[src/rtl/lvds_tx_pkg.sv]
// Shared types and constants for the LVDS transmit sequencer: state encoding,
// frame sync patterns and the I/Q sample word packer.
package lvds_tx_pkg;

  localparam int SAMPLE_W = 13;

  localparam logic [1:0]  SYNC_HI    = 2'b10;
  localparam logic [1:0]  SYNC_LO    = 2'b01;
  localparam logic [31:0] END_MARKER = 32'h8000_4000;
  localparam logic [31:0] IDLE_WORD  = 32'h0000_0000;

  typedef enum logic [1:0] {
    ST_IDLE     = 2'd0,
    ST_PREPARE  = 2'd1,
    ST_TRANSMIT = 2'd2
  } tx_state_e;

  // Each half carries a sync pair and a marker bit so the receiver can re-align.
  function automatic logic [31:0] pack_sample(input logic [SAMPLE_W-1:0] i_s,
                                              input logic [SAMPLE_W-1:0] q_s);
    return {SYNC_HI, i_s, 1'b1, SYNC_LO, q_s, 1'b0};
  endfunction

endpackage

[src/rtl/lvds_edge_det.sv]
// Registered rising-edge detector. RST_VAL sets the assumed previous level so a
// signal already high at reset release does not look like an edge.
module lvds_edge_det #(
  parameter logic RST_VAL = 1'b0
) (
  input  logic clk,
  input  logic reset,
  input  logic i_sig,
  output logic o_rise
);

  logic sig_q, sig_d;

  always_comb sig_d = i_sig;

  always_ff @(posedge clk) begin
    if (reset) sig_q <= RST_VAL;
    else       sig_q <= sig_d;
  end

  assign o_rise = i_sig & ~sig_q;

endmodule

[src/rtl/lvds_tx_sequencer.sv]
// Transmit framing FSM: steps the generator, packs I/Q into frame words on serializer
// word boundaries and hands the sample RAM to the generator while busy.
// Optional sample counter output enabled by defining LVDS_TX_SEQ_SAMPLE_CNT_EN.
module lvds_tx_sequencer
  import lvds_tx_pkg::*;
#(
  parameter int SETTLE_WORDS = 9,
  parameter int CNT_W        = 4
) (
  input  logic                clk,
  input  logic                reset,
  input  logic                i_transmit,
  input  logic                i_word_done,
  input  logic                i_gen_done,
  input  logic [SAMPLE_W-1:0] i_sample_i,
  input  logic [SAMPLE_W-1:0] i_sample_q,
  output logic                o_gen_enable,
  output logic                o_gen_rst,
  output logic                o_ram_owner,
  output logic [31:0]         o_tx_data,
`ifdef LVDS_TX_SEQ_SAMPLE_CNT_EN
  output logic [15:0]         o_sample_cnt,
`endif
  output logic                o_msg_done,
  output logic                o_busy
);

  localparam logic [CNT_W-1:0] LAST_CNT = CNT_W'(SETTLE_WORDS - 1);

  tx_state_e        state_q, state_d;
  logic [31:0]      tx_data_q, tx_data_d;
  logic [CNT_W-1:0] cnt_q, cnt_d;
  logic             trd_q, trd_d;
  logic             trdd_q, trdd_d;
  logic             done_q, done_d;
  logic             gen_en_q, gen_en_d;
  logic             msg_done_q, msg_done_d;
  logic             wb, start, enter_prep, sample_load;

  // Boundary detector starts "high" so a serializer already reporting done at
  // reset release is not mistaken for a fresh word boundary.
  lvds_edge_det #(.RST_VAL(1'b1)) u_wb_det (
    .clk    (clk),
    .reset  (reset),
    .i_sig  (i_word_done),
    .o_rise (wb)
  );

  always_comb begin
    state_d     = state_q;
    tx_data_d   = tx_data_q;
    cnt_d       = cnt_q;
    trd_d       = trd_q;
    trdd_d      = trdd_q;
    msg_done_d  = 1'b0;
    enter_prep  = 1'b0;
    sample_load = 1'b0;
    start       = trd_q & ~trdd_q;
    done_d      = (state_q == ST_IDLE) ? 1'b0 : (done_q | i_gen_done);

    if (wb) begin
      trd_d  = i_transmit;
      trdd_d = trd_q;
      case (state_q)
        ST_IDLE: begin
          tx_data_d = IDLE_WORD;
          if (start) begin
            cnt_d      = '0;
            state_d    = ST_PREPARE;
            enter_prep = 1'b1;
          end
        end
        ST_PREPARE: begin
          cnt_d = cnt_q + 1'b1;
          if (cnt_q == LAST_CNT) begin
            tx_data_d   = pack_sample(i_sample_i, i_sample_q);
            sample_load = 1'b1;
            state_d     = ST_TRANSMIT;
          end
        end
        ST_TRANSMIT: begin
          if (done_q) begin
            tx_data_d  = END_MARKER;
            msg_done_d = 1'b1;
            state_d    = ST_IDLE;
          end else begin
            tx_data_d  = IDLE_WORD;
            cnt_d      = '0;
            state_d    = ST_PREPARE;
            enter_prep = 1'b1;
          end
        end
        default: state_d = ST_IDLE;
      endcase
    end

    // A generator that already reported done must not be stepped again.
    gen_en_d = enter_prep & ~done_d;
  end

  always_ff @(posedge clk) begin
    if (reset) begin
      state_q    <= ST_IDLE;
      tx_data_q  <= IDLE_WORD;
      cnt_q      <= '0;
      trd_q      <= 1'b0;
      trdd_q     <= 1'b0;
      done_q     <= 1'b0;
      gen_en_q   <= 1'b0;
      msg_done_q <= 1'b0;
    end else begin
      state_q    <= state_d;
      tx_data_q  <= tx_data_d;
      cnt_q      <= cnt_d;
      trd_q      <= trd_d;
      trdd_q     <= trdd_d;
      done_q     <= done_d;
      gen_en_q   <= gen_en_d;
      msg_done_q <= msg_done_d;
    end
  end

`ifdef LVDS_TX_SEQ_SAMPLE_CNT_EN
  logic [15:0] smp_cnt_q, smp_cnt_d;

  always_comb begin
    smp_cnt_d = smp_cnt_q;
    if (wb && (state_q == ST_IDLE) && start)
      smp_cnt_d = '0;
    else if (sample_load && (smp_cnt_q != 16'hFFFF))
      smp_cnt_d = smp_cnt_q + 16'd1;
  end

  always_ff @(posedge clk) begin
    if (reset) smp_cnt_q <= '0;
    else       smp_cnt_q <= smp_cnt_d;
  end

  assign o_sample_cnt = smp_cnt_q;
`endif

  assign o_gen_rst    = (state_q == ST_IDLE);
  assign o_ram_owner  = ~o_gen_rst;
  assign o_busy       = ~o_gen_rst;
  assign o_tx_data    = tx_data_q;
  assign o_gen_enable = gen_en_q;
  assign o_msg_done   = msg_done_q;

endmodule

[config.mk]
export PLATFORM = sky130hd
export DESIGN_NAME = lvds_tx_sequencer
export DESIGN_NICKNAME = d
export VERILOG_FILES = /design/src/rtl/lvds_tx_pkg.sv /design/src/rtl/lvds_edge_det.sv /design/src/rtl/lvds_tx_sequencer.sv
export SDC_FILE = /design/constraint.sdc
export NUM_CORES = 1
export LEC_CHECK = 0
export BUFFER_PORTS_ARGS = -buffer_cell sky130_fd_sc_hd__buf_2
export CAP_MARGIN = 25
export CELL_PAD_IN_SITES_DETAIL_PLACEMENT = 0
export CELL_PAD_IN_SITES_GLOBAL_PLACEMENT = 1
export CORE_MARGIN = 2
export CORE_UTILIZATION = 34
export DETAILED_ROUTE_END_ITERATION = 8
export GPL_ROUTABILITY_DRIVEN = 0
export PLACE_DENSITY = 0.74
export SLEW_MARGIN = 20
export SYNTH_ARGS = -nofsm -noshare
export SYNTH_HDL_FRONTEND = slang
export SYNTH_SLANG_ARGS = --single-unit
[constraint.sdc]
create_clock -name clk -period 2 [get_ports clk]
set_clock_uncertainty 0.1 [all_clocks]
set_input_delay 0.4 -clock clk [delete_from_list [all_inputs] [get_ports clk]]
set_output_delay 0.4 -clock clk [all_outputs]
set_load 0.005 [all_outputs]
### After elaboration in Yosys (flattened, before gate mapping)

Index checks and enable logic that the tools add are counted.

* add/subtract/negate cells: 1
* equality and inequality tests: 6
* mux-type cells: 16
* bitwise gates (word level): 10
* reduce and logical (&&, ||, !) cells: 6

Operators by type and width (count)
* case mux 32 bit (3 select lines): 1
* 2-to-1 mux 32 bit: 2
* case mux 4 bit (3 select lines): 1
* 2-to-1 mux 4 bit: 2
* 2-to-1 mux 1 bit: 6
* inverter 1 bit: 6
* case mux 2 bit (3 select lines): 1
* AND reduction 3 bit: 2
* adder 4 x 1 -> 4 bit (second input constant): 1
* equality test 4 bit (second input constant): 1
* 2-to-1 mux 2 bit: 2
* != test 2 bit (second input constant): 2
* AND reduction 4 bit: 1
* bitwise AND 1 bit: 3
* nonzero test 3 bit: 1
* OR reduction 3 bit: 1
* equality test 2 x 1 -> 1 bit (second input constant): 1
* equality test 2 bit (second input constant): 1
* logical NOT 2 bit: 1
* != test 2 x 1 -> 1 bit (second input constant): 1
* case mux 1 bit (2 select lines): 1
* OR 1 bit: 1

* register bits after elaboration: 44
* input bits: 31
* output and inout bits: 37
* word-level logic and storage cells: 48

### Logic depth before layout (Yosys ltp)

Gate-level depths: netlist of the first run.

* depth in word-level cells: 6
* mapped depth: 9
* gate-level depth less buffers: 6

### Hierarchy

A second synthesis of the first run with hierarchy kept.

* cells, all modules: 142
* area total of the unflattened synthesis: 1582.8 um^2

By module, submodules not included
* lvds_tx_sequencer: instances 1, cells each 139, area an instance 1550.2 um^2, seq. area each 780.7 um^2
* lvds_edge_det: instances 1, cells each 3, area an instance 32.5 um^2, seq. area each 20.0 um^2

### Worst setup path after synthesis of the first run

OpenSTA, ideal clock, no wires.

* path kind: flip-flop to flip-flop
* start point: reg state_q[0]
* end point: reg cnt_q[3]
* setup time: 0.131 ns
* arrival: 1.520 ns
* data required time: 1.769 ns
* path slack: 0.249 ns
* cell stages (with the launch flop): 7
* path buffers: 0
* period minus slack after synthesis: 1.751 ns
* path through: dfxtp_1 -> inv_1 -> ha_1 -> and2_1 -> a2111oi_4 -> mux2i_1 -> a21oi_1

* cells in the longest elaborated chain, start to end: 3
* elaborated cells between the ends (all ways): 8
* classes of those cells: 4 x eq/ne; 1 x mux; 3 x reduce/logical

Ends and longest elaborated chain
* start: declaration: RTL line lvds_tx_sequencer.sv:30 `tx_state_e state_q, state_d;`
* start signal: assignment: RTL line lvds_tx_sequencer.sv:112 `state_q <= state_d;`
* equality test 2 bit, or another cell as far along: RTL line lvds_tx_sequencer.sv:64 `case (state_q)`
* != test 2 bit (no source line), or another cell as far along
* AND reduction 4 bit (no source line)
* end signal: assignment: RTL line lvds_tx_sequencer.sv:114 `cnt_q <= cnt_d;`
* end: declaration: RTL line lvds_tx_sequencer.sv:32 `logic [CNT_W-1:0] cnt_q, cnt_d;`

Several ways; a longest one is shown, not always the timed one.
A chain may end at the register's enable or synchronous reset.

### Worst setup path in the final report of the first run

* start point: reg state_q[1]
* end point: out o_ram_owner

* cells in the longest elaborated chain, start to end: 2

Ends and longest elaborated chain
* logical NOT 2 bit: RTL line lvds_tx_sequencer.sv:142 `assign o_gen_rst = (state_q == ST_IDLE);`
* inverter 1 bit: RTL line lvds_tx_sequencer.sv:143 `assign o_ram_owner = ~o_gen_rst;`
* end: declaration: RTL line lvds_tx_sequencer.sv:19 `output logic o_ram_owner,`

No other way between the ends.

==> reports/metrics.csv, run 1 <==
metric;value;unit
path_cells;inv_1 -> ha_2 -> buf_4 -> inv_1 -> buf_2;
row_count;25;
yosys-top-cells-count;dfxtp_1 (40), nor2_1 (36), a22oi_1 (26);
status;completed;
synth_flop_cell;dfxtp_1;
cp_common_cell;inv_1;
dp.cells;283;
start_util;35.0;%
diodes;0;
ys_types;29;
syn_to_final_growth;31.5;%
clockBufferDepth;2;
cts.sinks;40;
yosys.area.top_type;dfxtp_1;
antenna_found_initial;0;
min_period_over_period;91.4;%
end_kind;primary output;
maxCapViolations;0;
start_kind;register;
arrival;1.33;ns
path_buf_inv;4;
core;4660;um2
worstPathRequired;1.50;ns
slowest_delay;0.39;ns
synth.avg_cell_area;9.59;um2
die_area;5360;um2
cp_slowest_cell;dfxtp_1;
ys_seq_area_share;49.1;%
fmax;547;MHz
ioPinCount;68;
power_density;715;nW/um2
min_path_type;input pin to register;
async_flop_share;0;%
gr-total-overflow;0;
numCtsBuffers;5;
drc;0;
setup_ws;0.171;ns
ys_warn_count;0;
crit_family;buffers and inverters;
rsz0062_at_grt;false;
slew_headroom;58.5;%
syn-cell-area;1630;um2
grt_pass1_vias;1352;
cts.clk_slew.worst_paths;0.08;ns
cts-root-buf;clkbuf_8;
clk_latency;0.29;ns
synth-seq-cells;40;
finalNetCount;274;
dp_slack;-0.0463;ns
drive_above_1_share;37.0;%
vias;1426;
vias_per_cell;4.88;
grt_pass1_wl;6390;um
worstSetupPathType;register to primary output;
fin_cells;292;
cts_tree;done;
netlist_instances;170;
yosysMostFrequentCell;dfxtp_1;
wirelength;3800;um
dr.pass1.iters;4;
ant_nets;0;
grt_max_degree;30;
post-route-min-period;1.83;ns
p_leak;0.974;nW
hold_viol_final;0;
routed_wire_length_per_instance;13.0;um
worstPathMaxFanout;5;
fin_hold_ws;0.206;ns
htree_num_levels;2;
place_hpwl;2450;um
netlist_top_cells_area;dfxtp_1 (49%), a22oi_1 (12%), nor2_1 (8.3%);
drt_iter0_drc;61;
die-height;73.2;um
ctsHoldBuffers;0;
port_buffers;64;
ir_drop;316;uV
synth-edff-count;0;
die_w;73.2;um
setup_viol;0;
groute.usage.overall;15.7;%
slew_violations;0;
tightest_slew;0.621;ns
synth_top_area_share;49.1;%
## kinds of logic (layout without fill, tap and decap cells)
| logic type | count (synthesis) | count (layout) | share of synthesized area (%) |
|---|---|---|---|
| AO/OA/AOI/OAI | 39 | 39 | 18.3 |
| other | 1 | 3 | 0.230 |
| multiplexers | 6 | 6 | 3.68 |
| AND/OR/NAND/NOR | 56 | 57 | 17.0 |
| buffers and inverters | 22 | 87 | 7.06 |
| adder cells (fa/ha/maj) | 6 | 6 | 4.60 |
| flip-flops | 40 | 40 | 49.1 |
## sequential cells by signal, summed over array words and instances, names as in the netlist
signal / count
o_gen_enable: 1
o_tx_data: 28
u_wb_det.sig_q: 1
cnt_q: 4
trd_q: 1
o_msg_done: 1
done_q: 1
state_q: 2
trdd_q: 1
## repair_timing
action	CTS	global route
pin swaps	1	1
buffers inserted	0	0
gates cloned	1	0
endpoints found under the setup margin	26	6
gates resized for setup	1	2
## layout by cell type (no fill, tap or decap), types with 5 or more instances in the layout
master    count
inv_1         6
clkbuf_8      5
a21oi_1       6
a22oi_1      26
nand2b_1      5
dfxtp_1      39
ha_1          5
nor2_1       36
buf_4         8
mux2i_1       6
buf_2        64
## worst paths after layout
kind	from	to	slack, ns	depth (start not counted)
setup reg to reg	state_q[1]$_SDFFE_PP0P_	o_tx_data[14]$_SDFFE_PP0P_	0.18	7
hold / removal	i_word_done	u_wb_det.sig_q$_SDFF_PP1_	0.21	2
setup / recovery	state_q[1]$_SDFFE_PP0P_	o_ram_owner	0.17	5
hold reg to reg	o_tx_data[14]$_SDFFE_PP0P_	o_tx_data[14]$_SDFFE_PP0P_	0.38	2
## power by group
part / switching [mW] / leakage, nW / internal, mW
clock network: 0.292 / 0.0541 / 0.369
logic: 0.0396 / 0.596 / 0.0343
registers: 0.00105 / 0.323 / 0.798
## final cells by class
type	count	area [um2]
fillers	474	2520
flip-flops and latches	40	802
multi-input cells	111	741
repair buffers	73	400
clock buffers	5	68.8
well taps	54	67.6
clock inverters	3	42.5
inverters	6	22.5
## layer usage
| metal | global-route usage, % | up-vias | wire length [um] |
|---|---|---|---|
| li1 | - | 717 | - |
| met1 | 21.0 | 660 | 1850 |
| met2 | 23.4 | 44 | 1660 |
| met3 | 5.25 | 5 | 240 |
| met4 | 5.56 | 0 | 53 |
| met5 | 0 | - | 0 |
## per-stage QoR
step                cell area, um2  utilization (%)  TNS [ns]  power [mW]
global placement              2010             43.2    -0.715       0.891
finish                        2140             46.0         0        1.53
floorplan                     1640                -         0       0.853
CTS                           2140             45.9         0        1.56
global route                  2140             46.0         0        1.61
detailed placement            2010             43.2    -0.816       0.891
(Power assumes the default switching activity.)
==> run 2: changes to the inputs <==
- CORE_UTILIZATION: 34 -> 36
- CTS_BUF_LIST: unset -> sky130_fd_sc_hd__clkbuf_8
- PLACE_DENSITY: 0.74 -> 0.78
- clock period: 2 -> 1.7 ns (I/O delays scaled with it)
==> run 2 against run 1 <==
Compared with the run above: sequential cell count unchanged; via count grew 4.6%; final cell count up 3.4%; clock power up 18%; wire length rose by 7.2%; design area rose by 14%; first-iteration DRC count down 1.6%; combinational power is 53% higher; non-clock buffer count increased by 13; clock-buffer cell count stayed put; critical path type is now register to register; largest power group unchanged.
==> reports/metrics.csv, run 2 (synthesis gave the netlist of run 1 again) <==
metric;value;unit;change
dr.pass1.iters;4;;unchanged
ctsHoldBuffers;0;;unchanged
ioPinCount;68;;unchanged
slew_violations;0;;unchanged
multiInputGateArea;842;um2;was 741 um2
rr_startpoint;state_q[0]$_SDFFE_PP0P_;;was state_q[1]$_SDFFE_PP0P_
antenna_found_initial;0;;unchanged
place_area;2080;um2;was 2010 um2
worstSetupPathType;register to register;;was register to primary output
start_kind;register;;unchanged
cts_tree;done;;unchanged
fmax;598;MHz;
most-common-layout-cells;buf_2 (63), nor2_1 (36), dfxtp_1 (36), a22oi_1 (17), buf_4 (13);;was buf_2 (64), dfxtp_1 (39), nor2_1 (36), a22oi_1 (26), buf_4 (8)
nFillCells;405;;was 474
gr-total-overflow;0;;unchanged
power_density;750;nW/um2;was 715 nW/um2
startpoint;state_q[0]$_SDFFE_PP0P_;;was state_q[1]$_SDFFE_PP0P_
ir_drop;383;uV;was 316 uV
min_period_over_period;98.3;%;
status;completed;;unchanged
worstPathMaxFanout;8;;was 5
drt_iter0_drc;60;;was 61
htree_num_levels;2;;unchanged
die_area;5080;um2;was 5360 um2
finalNetCount;286;;was 274
core;4350;um2;was 4660 um2
cp_slowest_cell;a211o_4;;was dfxtp_1
die-height;71.3;um;was 73.2 um
p_leak;1.07;nW;was 0.974 nW
clockBufferDepth;2;;unchanged
grt_pass1_wl;6500;um;was 6390 um
dp_slack;-0.0326;ns;was -0.0463 ns
setup_ws;0.0283;ns;was 0.171 ns
largest_register_ffs;28;;unchanged
start_util;37.4;%;was 35.0%
cts-root-buf;clkbuf_8;;unchanged
hold_start;i_word_done;;unchanged
hold_viol_final;0;;unchanged
post-route-min-period;1.67;ns;
setup_viol;0;;unchanged
row_count;24;;was 25
drive_above_1_share;50.0;%;was 37.0%
wirelength;4070;um;was 3800 um
arrival;1.75;ns;was 1.33 ns
vias;1492;;was 1426
clk_latency;0.29;ns;about the same
rsz0062_at_grt;true;;was false
diodes;0;;unchanged
drc;0;;unchanged
port_buffers;64;;unchanged
routed_wire_length_per_instance;13.5;um;was 13.0 um
tns;0;ns;unchanged
worstPathRequired;1.78;ns;was 1.50 ns
groute.usage.overall;15.8;%;was 15.7%
slowest_delay;0.40;ns;was 0.39 ns
cts.sinks;40;;unchanged
stdcell_area;2440;um2;was 2140 um2
maxCapViolations;0;;unchanged
path_cells;buf_6 -> ha_4 -> a211o_4 -> clkbuf_16 -> a22oi_2 -> nor2_1;;was inv_1 -> ha_2 -> buf_4 -> inv_1 -> buf_2
min_path_type;input pin to register;;unchanged
ant_nets;0;;unchanged
grt_max_degree;41;;was 30
vias_per_cell;4.94;;was 4.88
layout_commonest_cell;buf_2;;unchanged
place_hpwl;2470;um;was 2450 um
syn_to_final_growth;49.6;%;was 31.5%
end_kind;register;;was primary output
grt_pass1_vias;1415;;was 1352
cts.clk_slew.worst_paths;0.08;ns;about the same
die_w;71.3;um;was 73.2 um
ff_latch_area;811;um2;was 802 um2
numCtsBuffers;5;;unchanged
[run 2: cell count changes in the layout (fill, tap and decap cells not counted), sizes merged]
cell	before	now
nor3	5	4
buf	73	84
clkbuf	5	7
[run 2: per-layer routing]
metal	global-route usage, %	up-vias	wire (um)
met5	0	-	0
met4	3.77	0	18
met3	6.19	2	297
met2	25.9	49	1970
met1	19.7	699	1790
li1	-	742	-
[run 2: critical path: cells and delay by family, from the launching register on]
family	cells	cell delay [ns]
compound gates	2	0.53
fa+ha+maj	1	0.18
buf+inv	2	0.30
flops	1	0.37
simple gates	1	0.07
[run 2: cell type report]
| cell class | count | share of cell area (%) |
|---|---|---|
| multi-input cells | 110 | 34.5 |
| flip-flops and latches | 40 | 33.2 |
| repair buffers | 86 | 23.8 |
| clock buffers | 5 | 2.82 |
| well taps | 52 | 2.67 |
| clock inverters | 3 | 1.74 |
| inverters | 6 | 1.23 |
[run 2: timing repair]
item,CTS,global route
setup endpoints to repair,34,36
endpoints found under the hold margin,0,0
cloned,0,3
buffers inserted,2,3
resized for setup,9,34
pin swaps,2,6
[run 2: through the flow]
step	instances	hold WS (ns)	total power [mW]	util (%)
2_1_floorplan	172	0.347	1.00	-
3_3_place_gp	286	0.362	1.05	47.7
3_5_place_dp	286	0.377	1.05	47.7
4_1_cts	296	0.147	1.83	51.0
5_1_grt	302	0.143	1.91	56.0
6_report	302	0.157	1.83	56.0
[run 2: power breakdown]
| part | switching, mW | internal (mW) | total (mW) |
|---|---|---|---|
| clock network | 0.344 | 0.435 | 0.778 |
| logic | 0.0539 | 0.0589 | 0.113 |
| registers | 0.00139 | 0.935 | 0.937 |
| total | 0.399 | 1.43 | 1.83 |
[run 2: path summary, 6_finish.rpt]
path / endpoint / slack (ns) / depth (start not counted)
setup / recovery: o_tx_data[9]$_SDFFE_PP0P_ / 0.03 / 6
hold / removal: u_wb_det.sig_q$_SDFF_PP1_ / 0.16 / 2
setup reg to reg: o_tx_data[9]$_SDFFE_PP0P_ / 0.03 / 6
hold reg to reg: o_tx_data[14]$_SDFFE_PP0P_ / 0.39 / 2
==> run 3: changes to the inputs <==
- PLACE_DENSITY: 0.78 -> 0.76
- SYNTH_HIERARCHICAL: unset -> 1
==> run 3 against run 2 <==
Compared with the run above: synthesized cell count is 16% lower; via count fell by 11%; sequential cell count is the same; utilization shrank 2.8 points; combinational power fell by 13%; first-iteration DRC count fell by 30%; non-clock buffer count down 6; hold slack lost 0.0063 ns; sequential share of layout area grew 2.2 points; sequential power is essentially flat; clock-buffer cell count increased by 1; power is 8.3% lower; critical endpoint is now cnt_q[2]$_SDFFE_PP0P_.
==> reports/metrics.csv, run 3 <==
metric;value;unit;change
die_area;4940;um2;was 5080 um2
ys_warn_count;6;;was 0
finalNetCount;258;;was 286
synth-xor-area-share;0;%;unchanged
crit_family;flip-flops;;was compound AO/OA/AOI/OAI gates
synth_fa_ha_area_share;4.74;%;was 4.60%
cts-root-buf;clkbuf_8;;unchanged
rr_startpoint;state_q[0]$_SDFFE_PP0P_;;unchanged
arrival;1.74;ns;was 1.75 ns
diodes;0;;unchanged
ant_nets;0;;unchanged
post-route-min-period;1.67;ns;about the same
fin_util;53.2;%;was 56.0%
core;4290;um2;was 4350 um2
start_kind;register;;unchanged
drt_iter0_drc;42;;was 60
grt_max_degree;27;;was 41
yosys-top-cells-count;dfxtp_1 (40), a22o_1 (26), nor2_1 (8), a21oi_1 (7);;was dfxtp_1 (40), nor2_1 (36), a22oi_1 (26)
vias_per_cell;4.87;;was 4.94
numCtsBuffers;5;;unchanged
synth_top_area_share;50.6;%;was 49.1%
path_buf_inv;2;;unchanged
syn-cell-area;1580;um2;was 1630 um2
synth-edff-count;0;;unchanged
dp.cells;260;;was 286
gr-total-overflow;0;;unchanged
cp_slowest_cell;dfxtp_4;;was a211o_4
synthMuxAreaShare;3.79;%;was 3.68%
synth_compound_area_share;22.2;%;was 18.3%
startpoint;state_q[0]$_SDFFE_PP0P_;;unchanged
die-height;70.3;um;was 71.3 um
async_flop_share;0;%;unchanged
nFillCells;388;;was 405
row_count;24;;unchanged
synth-seq-cells;40;;unchanged
die_w;70.3;um;was 71.3 um
cts.clk_slew.worst_paths;0.08;ns;about the same
worstPathRequired;1.77;ns;was 1.78 ns
setup_ws;0.0330;ns;was 0.0283 ns
fin_cells;274;;was 302
port_buffers;64;;unchanged
yosys.area.top_type;dfxtp_1;;unchanged
hold_viol_final;0;;unchanged
largest_register_ffs;28;;unchanged
synth_flop_cell;dfxtp_1;;unchanged
clk_latency;0.28;ns;was 0.29 ns
yosysMostFrequentCell;dfxtp_1;;unchanged
setup_viol;0;;unchanged
synth_top_family_by_area;compound AO/OA/AOI/OAI gates;;unchanged
worstPathMaxFanout;6;;was 8
groute.usage.overall;15.2;%;was 15.8%
slowest_delay;0.40;ns;about the same
power_density;733;nW/um2;was 750 nW/um2
layout_commonest_cell;buf_2;;unchanged
finalPower;1.68;mW;was 1.83 mW
drive_above_1_share;51.8;%;was 50.0%
ctsHoldBuffers;0;;unchanged
rsz0062_at_grt;true;;unchanged
worstSetupPathType;register to register;;unchanged
ir_drop;398;uV;was 383 uV
place_area;2010;um2;was 2080 um2
stdcell_area;2290;um2;was 2440 um2
dr.pass1.iters;4;;unchanged
fmax;600;MHz;was 598 MHz
netlist_top_cells_area;dfxtp_1 (51%), a22o_1 (14%), ha_1 (4.7%);;was dfxtp_1 (49%), a22oi_1 (12%), nor2_1 (8.3%)
cts.sinks;40;;unchanged
netlist_instances;142;;was 170
htree_num_levels;2;;unchanged
status;completed;;unchanged
hold_start;i_word_done;;unchanged
grt_pass1_wl;6100;um;was 6500 um
min_path_type;input pin to register;;unchanged
ioPinCount;68;;unchanged
syn_to_final_growth;44.4;%;was 49.6%
min_period_over_period;98.1;%;was 98.3%
maxCapViolations;0;;unchanged
drc;0;;unchanged
ys_seq_area_share;50.6;%;was 49.1%
vias;1335;;was 1492
cts_tree;done;;unchanged
clockBufferDepth;2;;unchanged
p_leak;1.02;nW;was 1.07 nW
end_kind;register;;unchanged
most-common-layout-cells;buf_2 (64), dfxtp_1 (36), a22o_1 (26), buf_4 (11), nor2_1 (8);;was buf_2 (63), nor2_1 (36), dfxtp_1 (36), a22oi_1 (17), buf_4 (13)
grt_pass1_vias;1322;;was 1415
wirelength;3920;um;was 4070 um
dp_slack;-0.200;ns;was -0.0326 ns
slew_violations;0;;unchanged
path_cells;inv_4 -> ha_4 -> and2_4 -> a2111oi_4 -> buf_4 -> mux2i_2 -> a21oi_1;;was buf_6 -> ha_4 -> a211o_4 -> clkbuf_16 -> a22oi_2 -> nor2_1
routed_wire_length_per_instance;14.3;um;was 13.5 um
antenna_found_initial;0;;unchanged
place_hpwl;2650;um;was 2470 um
synth.avg_cell_area;11.1;um2;was 9.59 um2
start_util;36.9;%;was 37.4%
synth_simple_gate_area_share;12.4;%;was 17.0%
ys_types;32;;was 29
## run 3: layer usage
layer  share of wire, %  vias to the layer above  global-route usage [%]
met5                  0                        -                       0
met4               0.79                        0                    3.63
met3                6.8                        5                    5.05
li1                   -                      660                       -
met2                 50                       42                    26.2
met1                 43                      628                    18.1
## run 3: worst paths after layout
check,slack (ns),cells after the start,end
worst max register to register,0.03,7,cnt_q[2]$_SDFFE_PP0P_
worst min-delay path,0.15,2,u_wb_det/sig_q$_SDFF_PP1_
worst min register to register,0.38,1,o_tx_data[8]$_SDFFE_PP0P_
worst max-delay path,0.03,7,cnt_q[2]$_SDFFE_PP0P_
## run 3: what timing repair did
action,CTS,global route
pin swaps,4,4
gates resized for setup,9,16
gates cloned,1,2
setup buffers,2,1
setup endpoints to repair,32,32
## run 3: logic make-up (layout without fill, tap and decap cells)
logic type,count (synthesis),after routing
AOI/OAI and AO/OA,41,41
and+or+nand+nor,30,31
DFF,40,40
buffers and inverters,18,95
muxes,6,6
adders and majority gates,6,6
other,1,3
## run 3: stage by stage
stage	setup TNS, ns	hold WS, ns
after floorplan	0	0.318
after global placement	-2.15	0.355
after detailed placement	-5.05	0.359
after CTS	0	0.144
after global routing	-0.0662	0.131
final	0	0.150
## run 3: final cells by class
cell class                 instances  area [um2]  share of cell area, %
inverter                           7        28.8                   1.26
clock inverter                     2        10.0                  0.438
tap                               52        65.1                   2.85
timing repair buffer              80         490                   21.5
clock buffer                       6        82.6                   3.61
multi-input combinational         87         798                   34.9
sequential                        40         811                   35.5
## run 3: power breakdown
group / switching (mW) / internal [mW]
Clock: 0.316 / 0.324
Sequential: 0.00244 / 0.936
Combinational: 0.0500 / 0.0482
